[src/rtl/m_axil_mcl_adapter.sv]
// Bridges a single-outstanding MCL request/response packet stream onto an
// AXI-lite master port (32-bit address and data).

`ifndef BSG_AXIL_MOSI_BUS_WIDTH
`define BSG_AXIL_MOSI_BUS_WIDTH(mc_num) ((mc_num)*(32+3+1+32+4+1+1+32+3+1+1))
`endif
`ifndef BSG_AXIL_MISO_BUS_WIDTH
`define BSG_AXIL_MISO_BUS_WIDTH(mc_num) ((mc_num)*(1+1+2+1+1+32+2+1))
`endif

module m_axil_mcl_adapter #(
  parameter int mcl_width_p            = 80,
  parameter int axil_mosi_bus_width_lp = `BSG_AXIL_MOSI_BUS_WIDTH(1),
  parameter int axil_miso_bus_width_lp = `BSG_AXIL_MISO_BUS_WIDTH(1)
) (
  input  logic                              clk_i,
  input  logic                              reset_i,
  output logic [axil_mosi_bus_width_lp-1:0] m_axil_mcl_bus_o,
  input  logic [axil_miso_bus_width_lp-1:0] m_axil_mcl_bus_i,
  input  logic                              mcl_v_i,
  input  logic [mcl_width_p-1:0]            mcl_data_i,
  output logic                              mcl_r_o,
  output logic                              mcl_v_o,
  output logic [mcl_width_p-1:0]            mcl_data_o,
  input  logic                              mcl_r_i
);

  localparam int TagW = mcl_width_p - 72;

  typedef enum logic [2:0] {
    S_IDLE, S_WRITE, S_WRITE_RESP, S_READ, S_READ_RESP, S_SEND
  } state_e;

  state_e            state_q, state_d;
  logic [31:0]       addr_q, addr_d, wdata_q, wdata_d, rdata_q, rdata_d;
  logic [3:0]        wstrb_q, wstrb_d;
  logic [1:0]        op_q, op_d, resp_q, resp_d;
  logic [TagW-1:0]   tag_q, tag_d;
  logic              aw_done_q, aw_done_d, w_done_q, w_done_d;

  logic        awready, wready, bvalid, arready, rvalid;
  logic [1:0]  bresp, rresp;
  logic [31:0] rdata;
  assign {awready, wready, bresp, bvalid, arready, rdata, rresp, rvalid} = m_axil_mcl_bus_i;

  logic unused_rsvd;
  assign unused_rsvd = ^mcl_data_i[71:70];

  logic awv, wv, accept;
  assign awv    = (state_q == S_WRITE) && !aw_done_q;
  assign wv     = (state_q == S_WRITE) && !w_done_q;
  assign accept = mcl_v_i && mcl_r_o;

  always_comb begin
    state_d   = state_q;
    addr_d    = addr_q;
    wdata_d   = wdata_q;
    wstrb_d   = wstrb_q;
    op_d      = op_q;
    tag_d     = tag_q;
    resp_d    = resp_q;
    rdata_d   = rdata_q;
    aw_done_d = aw_done_q;
    w_done_d  = w_done_q;
    case (state_q)
      S_IDLE: if (accept) begin
        wdata_d   = mcl_data_i[31:0];
        addr_d    = mcl_data_i[63:32];
        op_d      = mcl_data_i[65:64];
        wstrb_d   = mcl_data_i[69:66];
        tag_d     = mcl_data_i[mcl_width_p-1:72];
        resp_d    = 2'b00;
        rdata_d   = '0;
        aw_done_d = 1'b0;
        w_done_d  = 1'b0;
        case (mcl_data_i[65:64])
          2'b10:   state_d = S_WRITE;
          2'b01:   state_d = S_READ;
          default: begin
            state_d = S_SEND;
            resp_d  = 2'b10;
          end
        endcase
      end
      // AW and W complete independently; leave once both have been seen.
      S_WRITE: begin
        aw_done_d = aw_done_q || (awv && awready);
        w_done_d  = w_done_q || (wv && wready);
        if (aw_done_d && w_done_d) state_d = S_WRITE_RESP;
      end
      S_WRITE_RESP: if (bvalid) begin
        resp_d  = bresp;
        state_d = S_SEND;
      end
      S_READ: if (arready) state_d = S_READ_RESP;
      S_READ_RESP: if (rvalid) begin
        rdata_d = rdata;
        resp_d  = rresp;
        state_d = S_SEND;
      end
      S_SEND: if (mcl_r_i) state_d = S_IDLE;
      default: state_d = S_IDLE;
    endcase
  end

  always_ff @(posedge clk_i) begin
    if (reset_i) begin
      state_q   <= S_IDLE;
      addr_q    <= '0;
      wdata_q   <= '0;
      wstrb_q   <= '0;
      op_q      <= '0;
      tag_q     <= '0;
      resp_q    <= '0;
      rdata_q   <= '0;
      aw_done_q <= 1'b0;
      w_done_q  <= 1'b0;
    end else begin
      state_q   <= state_d;
      addr_q    <= addr_d;
      wdata_q   <= wdata_d;
      wstrb_q   <= wstrb_d;
      op_q      <= op_d;
      tag_q     <= tag_d;
      resp_q    <= resp_d;
      rdata_q   <= rdata_d;
      aw_done_q <= aw_done_d;
      w_done_q  <= w_done_d;
    end
  end

  // Reset masks handshake outputs immediately rather than waiting a cycle.
  logic awvalid_o, wvalid_o, bready_o, arvalid_o, rready_o;
  assign awvalid_o = awv && !reset_i;
  assign wvalid_o  = wv && !reset_i;
  assign bready_o  = (state_q == S_WRITE_RESP) && !reset_i;
  assign arvalid_o = (state_q == S_READ) && !reset_i;
  assign rready_o  = (state_q == S_READ_RESP) && !reset_i;

  assign m_axil_mcl_bus_o = {addr_q, 3'b000, awvalid_o, wdata_q, wstrb_q, wvalid_o, bready_o,
                             addr_q, 3'b000, arvalid_o, rready_o};

  assign mcl_r_o    = (state_q == S_IDLE) && !reset_i;
  assign mcl_v_o    = (state_q == S_SEND) && !reset_i;
  assign mcl_data_o = reset_i ? '0 : {tag_q, 36'b0, op_q, resp_q, rdata_q};

endmodule

[config.mk]
export PLATFORM = sky130hd
export DESIGN_NAME = m_axil_mcl_adapter
export DESIGN_NICKNAME = d
export VERILOG_FILES = /design/src/rtl/m_axil_mcl_adapter.sv
export SDC_FILE = /design/constraint.sdc
export NUM_CORES = 1
export LEC_CHECK = 0
export CAP_MARGIN = 0
export CORE_ASPECT_RATIO = 0.9
export CORE_MARGIN = 5
export CORE_UTILIZATION = 43
export CTS_CLUSTER_SIZE = 16
export DETAILED_ROUTE_END_ITERATION = 16
export DONT_BUFFER_PORTS = 1
export MAX_ROUTING_LAYER = met4
export PLACE_DENSITY = 0.57
export SYNTH_ARGS = -nofsm -noshare
export SYNTH_HDL_FRONTEND = slang
export SYNTH_SLANG_ARGS = --single-unit
export TNS_END_PERCENT = 30
[constraint.sdc]
create_clock -name clk_i -period 2 [get_ports clk_i]
set_input_delay 0.4 -clock clk_i [delete_from_list [all_inputs] [get_ports clk_i]]
set_output_delay 0.4 -clock clk_i [all_outputs]
set_load 0.02 [all_outputs]
### Word level (Yosys, flattened, before mapping)

Index checks and enable logic that the tools add are counted.

* $add $sub $neg: 0
* $mul: 0
* div/mod/pow operators: 0
* $lt $le $gt $ge: 0
* eq/ne operators: 13
* shifts and indexed selects: 0
* mux-type cells: 20
* bitwise gates (word level): 0
* reductions and logical operators: 28

Operators by type and width (count)
* two-way mux 80 bit: 1
* two-way mux 32 bit: 2
* one-hot mux 32 bit (2 select lines): 1
* two-way mux 3 bit: 6
* one-hot mux 3 bit (6 select lines): 1
* logical AND 1 bit: 13
* inequality test 2 bit, second input constant: 5
* two-way mux 2 bit: 4
* == test 3 x 2 -> 1 bit, second input constant: 2
* == test 3 bit, second input constant: 2
* one-hot mux 2 bit (3 select lines): 1
* one-hot mux 3 bit (2 select lines): 1
* AND reduction 6 bit: 1
* one-hot mux 1 bit (2 select lines): 2
* AND reduction 2 bit: 2
* AND reduction 4 bit: 1
* nonzero test 2 bit: 2
* == test 3 x 1 -> 1 bit, second input constant: 1
* logical NOT 1 bit: 3
* logical NOT 3 bit: 1
* AND reduction 3 bit: 1
* nonzero test 3 bit: 1
* == test 2 x 1 -> 1 bit, second input constant: 1
* == test 2 bit, second input constant: 1
* other kinds (4): 5

* flip-flop bits (word level): 117
* bits in latches: 0
* bits in writable memories: 0
* bits in read-only memories: 0
* input bits: 125
* memories kept: 0

### Depth between registers and ports, before layout

Gate-level depths: netlist (run 1).

* depth in word-level cells: 7
* mapped depth: 7

### Worst setup path before layout (run 1)

No wires, ideal clock.

* path kind: input to output
* start point: input port reset_i
* end point: output port mcl_v_o
* arrival: 1485 ps
* data required time: 1600 ps
* setup slack: 115 ps
* stages: 4
* buffers on the path: 3
* cell sequence: buf_2 -> clkbuf_1 -> clkbuf_1 -> nor3_1

* longest elaborated chain between the ends: 2

RTL lines
* start, declared: line 17 `input logic reset_i,`
* logical NOT 1 bit: line 144 `assign mcl_v_o = (state_q == S_SEND) && !reset_i;`
* logical AND 1 bit: line 144
* end, declared: line 23 `output logic mcl_v_o,`

No other way between the ends.

### Final worst setup path (run 1)

* start point: register state_q[1]
* end point: output port m_axil_mcl_bus_o[0]

* longest elaborated chain between the ends: 2

RTL lines
* start, declared: line 34 `state_e state_q, state_d;`
* start signal, assigned: line 119 `state_q <= state_d;`
* == test 3 bit: line 138 `assign rready_o = (state_q == S_READ_RESP) && !reset_i;`
* logical AND 1 bit: line 138
* end, declared: line 18 `output logic [axil_mosi_bus_width_lp-1:0] m_axil_mcl_bus_o,`

No other way between the ends.

==> results of run 1 <==
==> flip-flops by register name, summed over array words and instances (netlist names), 2 cells and up <==
signal and count:
addr_q 32, op_q 2, rdata_q 32, resp_q 2
state_q 3, tag_q 8, wdata_q 32, wstrb_q 4
==> worst max-delay path by stage <==
| stage | from | end | slack (ps) | cells past startpoint |
|---|---|---|---|---|
| floorplan | reset_i | mcl_v_o | 110 | 4 |
| detailed placement | state_q[0]$_SDFFE_PP0P_ | tag_q[2]$_SDFFE_PP0P_ | 260 | 4 |
| finish | state_q[1]$_SDFFE_PP0P_ | m_axil_mcl_bus_o[0] | 50 | 3 |
| global route | state_q[1]$_SDFFE_PP0P_ | m_axil_mcl_bus_o[0] | -20 | 3 |
| CTS | state_q[0]$_SDFFE_PP0P_ | m_axil_mcl_bus_o[0] | 40 | 3 |
| global placement | state_q[0]$_SDFFE_PP0P_ | tag_q[1]$_SDFFE_PP0P_ | 320 | 4 |
==> cell type report <==
cell class	count	area share
sequential	117	0.4065
tap	160	0.03465
multi-input combinational	458	0.4145
timing repair buffer	20	0.04353
clock buffer	25	0.08748
clock inverter	4	0.01213
inverter	2	0.001299
==> logic make-up after synthesis <==
group | count (synthesis) | synth area share
DFF | 117 | 0.4345
AOI/OAI and AO/OA | 53 | 0.05525
buffers and inverters | 127 | 0.1534
muxes | 11 | 0.02275
adders and majority gates | 1 | 0.002321
and+or+nand+nor | 351 | 0.3310
other | 1 | 0.0006957
==> placed cells by master, fill, tap and decap left out, drive strengths merged, types with 2 or more instances in the layout <==
cell type	instances
a21oi	8
buf	17
bufinv	2
clkbuf	27
clkinv	2
conb	42
dfxtp	117
inv	2
mux2	10
nand2	207
nand2b	4
nand3b	70
nor2	7
nor2b	47
nor3	6
nor4	3
o21ai	36
o22ai	2
or3b	2
==> where the power goes <==
part	total, uW	internal [uW]	switching (uW)
sequential	3960	2850	1110
combinational	1910	745	1170
clock	2920	1970	948
==> through the flow <==
step,utilization,hold WS [ps],cell area [um^2],std cells
2_1_floorplan,-,445.9,5544,702
3_3_place_gp,0.4165,454.6,5070,751
3_5_place_dp,0.4165,458.4,5070,751
4_1_cts,0.4681,50.72,5698,781
5_1_grt,0.4747,72.48,5778,786
6_report,0.4747,91.09,5778,786
==> repair_timing <==
action | in CTS | in global routing
pin swaps | 1 | 1
resized for setup | 5 | 3
buffers inserted | 1 | 3
endpoints found under the setup margin | 3 | 3
gates cloned | 1 | 2
hold endpoints to repair | 0 | 0
==> metal layers <==
layer,vias up,wire [um],part of all wire
li1,1919,-,-
met1,1797,5235,0.38
met2,201,6709,0.49
met3,19,1467,0.11
met4,0,258,0.019
met5,-,0,0
==> flow_metrics.tcl, run 1 <==
set metrics [dict create \
    final_critical_path_time_including_i_o_delays_and_setup_ps 1949 \
    drt_first_pass_iters 4 \
    worstPathBufferInverterCount 2 \
    detailedPlacementHpwl_mm 9.374 \
    asyncSetResetFlopFracSynth 0 \
    yosys_register_bits 117 \
    cts_num_sinks 117 \
    die_boundary_height_um 116.2 \
    timing.setup.tns_ps 0 \
    multi_input_area_um2 2395 \
    synth.most_common_cell "nand2_1" \
    cts_made_buffers 17 \
    synthDistinctLibCells 36 \
    syn_inst 661 \
    cts.hold.buffers_added 0 \
    min_path_cells 2 \
    flow.area_growth_from_synthesis_pct 7.196 \
    worstReg2RegStart "state_q[1]$_SDFFE_PP0P_" \
    final_layout_size_suffix_gt1_frac 0.1102 \
    reg2reg_slack_ps 250 \
    hold-path-endpoint "addr_q[8]$_SDFFE_PP0P_" \
    grt_util_all_layers 0.1757 \
    synthesis.area_um2 5390 \
    synth.largest_area_cell "dfxtp_1" \
    gp_congestion 0.8091 \
    netlist_top_cells_area "dfxtp_1 (43%), nand2_1 (14%), buf_4 (11%)" \
    gr-usage-met2 0.2931 \
    crit_required_ps 1600 \
    drt-total-wl_mm 13.67 \
    global_route.overflow_total 0 \
    globalRouteMet1Util 0.1876 \
    worstSkewPairLatency_ps 400 \
    routed-via-count 3936 \
    routed_via_density 5.008 \
    maxCapViolCount 0 \
    achievable-frequency_mhz 513.0 \
    setup_ws_ps 50.67 \
    portBuffers 0 \
    clock_root_buffer "clkbuf_16" \
    finalMaxSlewViolations 0 \
    crit_slowest_cell "nor4b_4" \
    cts.reportedPaths.clkPinSlew_ps 50 \
    largest_net_degree_at_the_start_of_global_routing 130 \
    dieWidth_um 128.0 \
    min_period_over_period 0.9747 \
    timing.critical_path.max_delay_family "simple AND/OR/NAND/NOR gates" \
    drt_first_iter_violations 230 \
    synth_seq_area_share 0.4345 \
    core_area_um2 12170 \
    antenna_left 0 \
    p_leak_uw 0.002467 \
    pre_cts_slack_ps 262.9 \
    num_rows 38 \
    htreeDepth 4 \
    die_area_um2 14880 \
    run_status "completed" \
    synth-warning-count 0 \
    antenna_found_initial 0 \
    worstPathMaxFanout 16 \
    first_pass_grt_wire_length_mm 19.71 \
    initial_core_util 0.4428 \
    grt_use_met3 0.06219 \
    routed_wire_length_per_instance_um 17.39 \
    busiest_layer "met2" \
    yosys_most_used_dff "dfxtp_1" \
    setup.worst_path.end_class "output pin" \
    power-per-cell-area_nw_per_um2 1521 \
    ff_latch_area_um2 2349 \
    hold_path.class "input pin to register" \
    finalSetupViolCount 0 \
    cts_tree "done" \
    critical_path.cell_chain "buf_6 > nor4b_4 > buf_12" \
    antennaDiodeCount 0 \
    max_slew_margin 0.5963 \
    max-clock-path-buffers 2 \
    timing_worst_slew_pin_value_ps 605.6 \
    ys_top_cells_by_count "nand2_1 (206), dfxtp_1 (117), buf_4 (80)" \
    cp_data_arrival_time_ps 1550 \
    critPathLaunchType "register" \
    io_pins 318 \
    irDropWorstVdd_mv 0.7100 \
    report.final.hold_viol_count 0 \
    first_global_vias 3725 \
    timing.reg2reg.worst_path_depth 7 \
    max_stage_delay_ps 400 \
    fraction_of_synthesized_cell_area_taken_by_the_top_area_cell_type 0.4345 \
    hp-start "mcl_data_i[40]" \
    remaining_drc_errors 0 \
    syn_avg_cell_area_um2 8.155 \
    final.fill_count 1163 \
    layout.nets 742 \
    synth-edff-count 0 \
    setup.worst_path.class "register to output pin" \
    final.setup_skew_ps 5.563 \
    power_uw 8788 \
    timing.rr.end "rdata_q[9]$_SDFFE_PP0P_" \
]
No activity file was read; power rests on OpenSTA's default activity.
==> run 2, diff against run 1 <==
- CAP_MARGIN: 0 -> default
- CORE_AREA: default -> 4 4 121 123
- CORE_ASPECT_RATIO: 0.9 -> default
- CORE_MARGIN: 5 -> default
- CORE_UTILIZATION: 43 -> default
- DIE_AREA: default -> 0 0 125 127
- PLACE_DENSITY: 0.57 -> 0.53
==> run 2 against run 1 <==
  * Critical path depth is 2 higher
  * Clock-buffer cell count fell by 2
  * Die area is 6.7% higher
  * Via count shrank 1.1%
  * Largest power group unchanged
  * Non-clock buffer count fell by 2
  * Setup slack improved by 34 ps
  * Flip-flop and latch count unchanged
  * Cell count is 2.7% higher
  * Critical path type unchanged
  * Combinational power hardly changed
  * Fmax is 1.8% higher
  * Total power grew 1.0%
==> flow_metrics.tcl, run 2 (synthesized netlist as in run 1, its figures left out) <==
set metrics [dict create \
    first_global_vias 3796 \
    power.share.switching 0.3678 \
    io_pins 318 \
    final_layout_size_suffix_gt1_frac 0.1116 \
    cts.reportedPaths.clkPinSlew_ps 50 \
    layout.nets 740 \
    whs_ps 69.35 \
    largest_registers "addr_q x32, rdata_q x32, wdata_q x32" \
    timing.setup.tns_ps 0 \
    portBuffers 0 \
    final_critical_path_time_including_i_o_delays_and_setup_ps 1915 \
    cts_num_sinks 117 \
    pwr-share-clk 0.345 \
    grt_util_all_layers 0.1620 \
    cts_tree "done" \
    drt_first_pass_iters 4 \
    hp-start "reset_i" \
    critPathLaunchType "register" \
    min_period_over_period 0.9575 \
    worstPathBufferInverterCount 2 \
    routed-via-count 3894 \
    gp_congestion 0.8035 \
    finalMaxSlewViolations 0 \
    grt_setup_unrepaired "no" \
    antenna_left 0 \
    cts_made_buffers 17 \
    final.setup_skew_ps 5.195 \
    combPwrFrac 0.214 \
    timing_worst_slew_pin_value_ps 619.4 \
    initial_core_util 0.3944 \
    antennaDiodeCount 0 \
    hold_path.class "input pin to register" \
    power-per-cell-area_nw_per_um2 1537 \
    num_rows 43 \
    reg2reg_slack_ps 370 \
    mostFrequentLayoutCell "nand2_1" \
    drt_first_iter_violations 245 \
    antenna_found_initial 0 \
    cp_data_arrival_time_ps 1520 \
    detailedPlacementHpwl_mm 8.874 \
    timing.reg2reg.worst_path_depth 4 \
    p_sw_uw 3265 \
    hold-path-endpoint "resp_q[1]$_SDFFE_PP0P_" \
    report.final.hold_viol_count 0 \
    mostFrequentLayoutCells "nand2_1 (206), dfxtp_1 (114), nand3b_1 (70)" \
    achievable-frequency_mhz 522.2 \
    routed_wire_length_per_instance_um 16.21 \
    seq_power_share 0.441 \
    clock_root_buffer "clkbuf_16" \
    core_area_um2 13670 \
    flow.area_growth_from_synthesis_pct 7.126 \
    p_leak_uw 0.002452 \
    cts.hold.buffers_added 0 \
    drt-total-wl_mm 13.08 \
    timing.critical_path.max_delay_family "simple AND/OR/NAND/NOR gates" \
    htreeDepth 4 \
    min_path_cells 1 \
    worstPathMaxFanout 9 \
    critical_path.cell_chain "buf_4 > nand2b_1 > nand2b_4 > nor3_2 > buf_4" \
    critPathMostFrequentCell "buf_4" \
    remaining_drc_errors 0 \
    max-clock-path-buffers 2 \
    dieWidth_um 125 \
    worstReg2RegStart "state_q[0]$_SDFFE_PP0P_" \
    finalSetupViolCount 0 \
    worstSkewPairLatency_ps 400 \
    die_boundary_height_um 127 \
    setup.worst_path.class "register to output pin" \
    maxCapViolCount 0 \
    timing.rr.end "tag_q[0]$_SDFFE_PP0P_" \
    first_pass_grt_wire_length_mm 20.07 \
    routed_via_density 4.825 \
    max_slew_margin 0.5870 \
    global_route.overflow_total 0 \
    setup.worst_path.end_class "output pin" \
    largest_net_degree_at_the_start_of_global_routing 130 \
    crit_slowest_cell "dfxtp_2" \
    run_status "completed" \
    die_area_um2 15880 \
    irDropWorstVdd_mv 0.7103 \
    max_stage_delay_ps 340 \
    cellInternalPower_uw 5612 \
    crit_required_ps 1600 \
]
[run 2: worst max path at each step]
stage                            startpoint                     to  slack (ps)  cells after the start
floorplan                           reset_i                mcl_v_o         110                      4
CTS                 state_q[0]$_SDFFE_PP0P_   m_axil_mcl_bus_o[38]          10                      4
detailed placement  state_q[0]$_SDFFE_PP0P_  tag_q[0]$_SDFFE_PP0P_         250                      4
finish              state_q[2]$_SDFFE_PP0P_   m_axil_mcl_bus_o[38]          80                      5
global placement    state_q[0]$_SDFFE_PP0P_  tag_q[7]$_SDFFE_PP0P_         280                      4
global route        state_q[2]$_SDFFE_PP0P_   m_axil_mcl_bus_o[75]         0.9                      5
[run 2: stage by stage]
step / instances / cell area, um^2 / utilization / power (uW) / setup slack (ps)
2_1_floorplan: 702 / 5544 / - / 5681 / 114.9
3_3_place_gp: 773 / 5110 / 0.3739 / 5741 / 283.0
3_5_place_dp: 773 / 5110 / 0.3739 / 5808 / 245.8
4_1_cts: 807 / 5762 / 0.4216 / 8983 / 14.24
5_1_grt: 807 / 5774 / 0.4225 / 9381 / 0.8603
6_report: 807 / 5774 / 0.4225 / 8878 / 84.97
[run 2: per-layer routing]
| metal | global-route usage | routed length, um | vias to the layer above |
|---|---|---|---|
| met2 | 0.2657 | 6428 | 190 |
| li1 | - | - | 1917 |
| met4 | 0.06250 | 278 | 0 |
| met5 | - | 0 | - |
| met3 | 0.06940 | 1212 | 19 |
| met1 | 0.1748 | 5164 | 1768 |
[run 2: what timing repair did]
item,in CTS,in global routing
setup endpoints to repair,3,4
pin swaps,1,0
resized for setup,2,4
cloned,1,0
buffers inserted,1,0
[run 2: final cells by class]
cell class | instances | area [um^2]
Timing Repair Buffer | 18 | 197.7
Inverter | 2 | 7.507
Sequential cell | 117 | 2346
Fill cell | 1389 | 7891
Clock buffer | 23 | 478.0
Clock inverter | 9 | 125.1
Tap cell | 180 | 225.2
Multi-Input combinational cell | 458 | 2395
[run 2: worst reg2reg max path: stages, from the launching register on]
cell and delay (ps):
dfxtp_2 430, nor4_4 80, nand2_2 70, buf_4 500, mux2_2 440
[run 2: power groups by stage]
stage	logic, uW	registers (uW)	clock network [uW]
after floorplan	2120	3560	0
after global placement	1790	3950	0
after detailed placement	1850	3960	0
after CTS	1920	3920	3140
after global routing	2150	3990	3250
final	1900	3910	3060
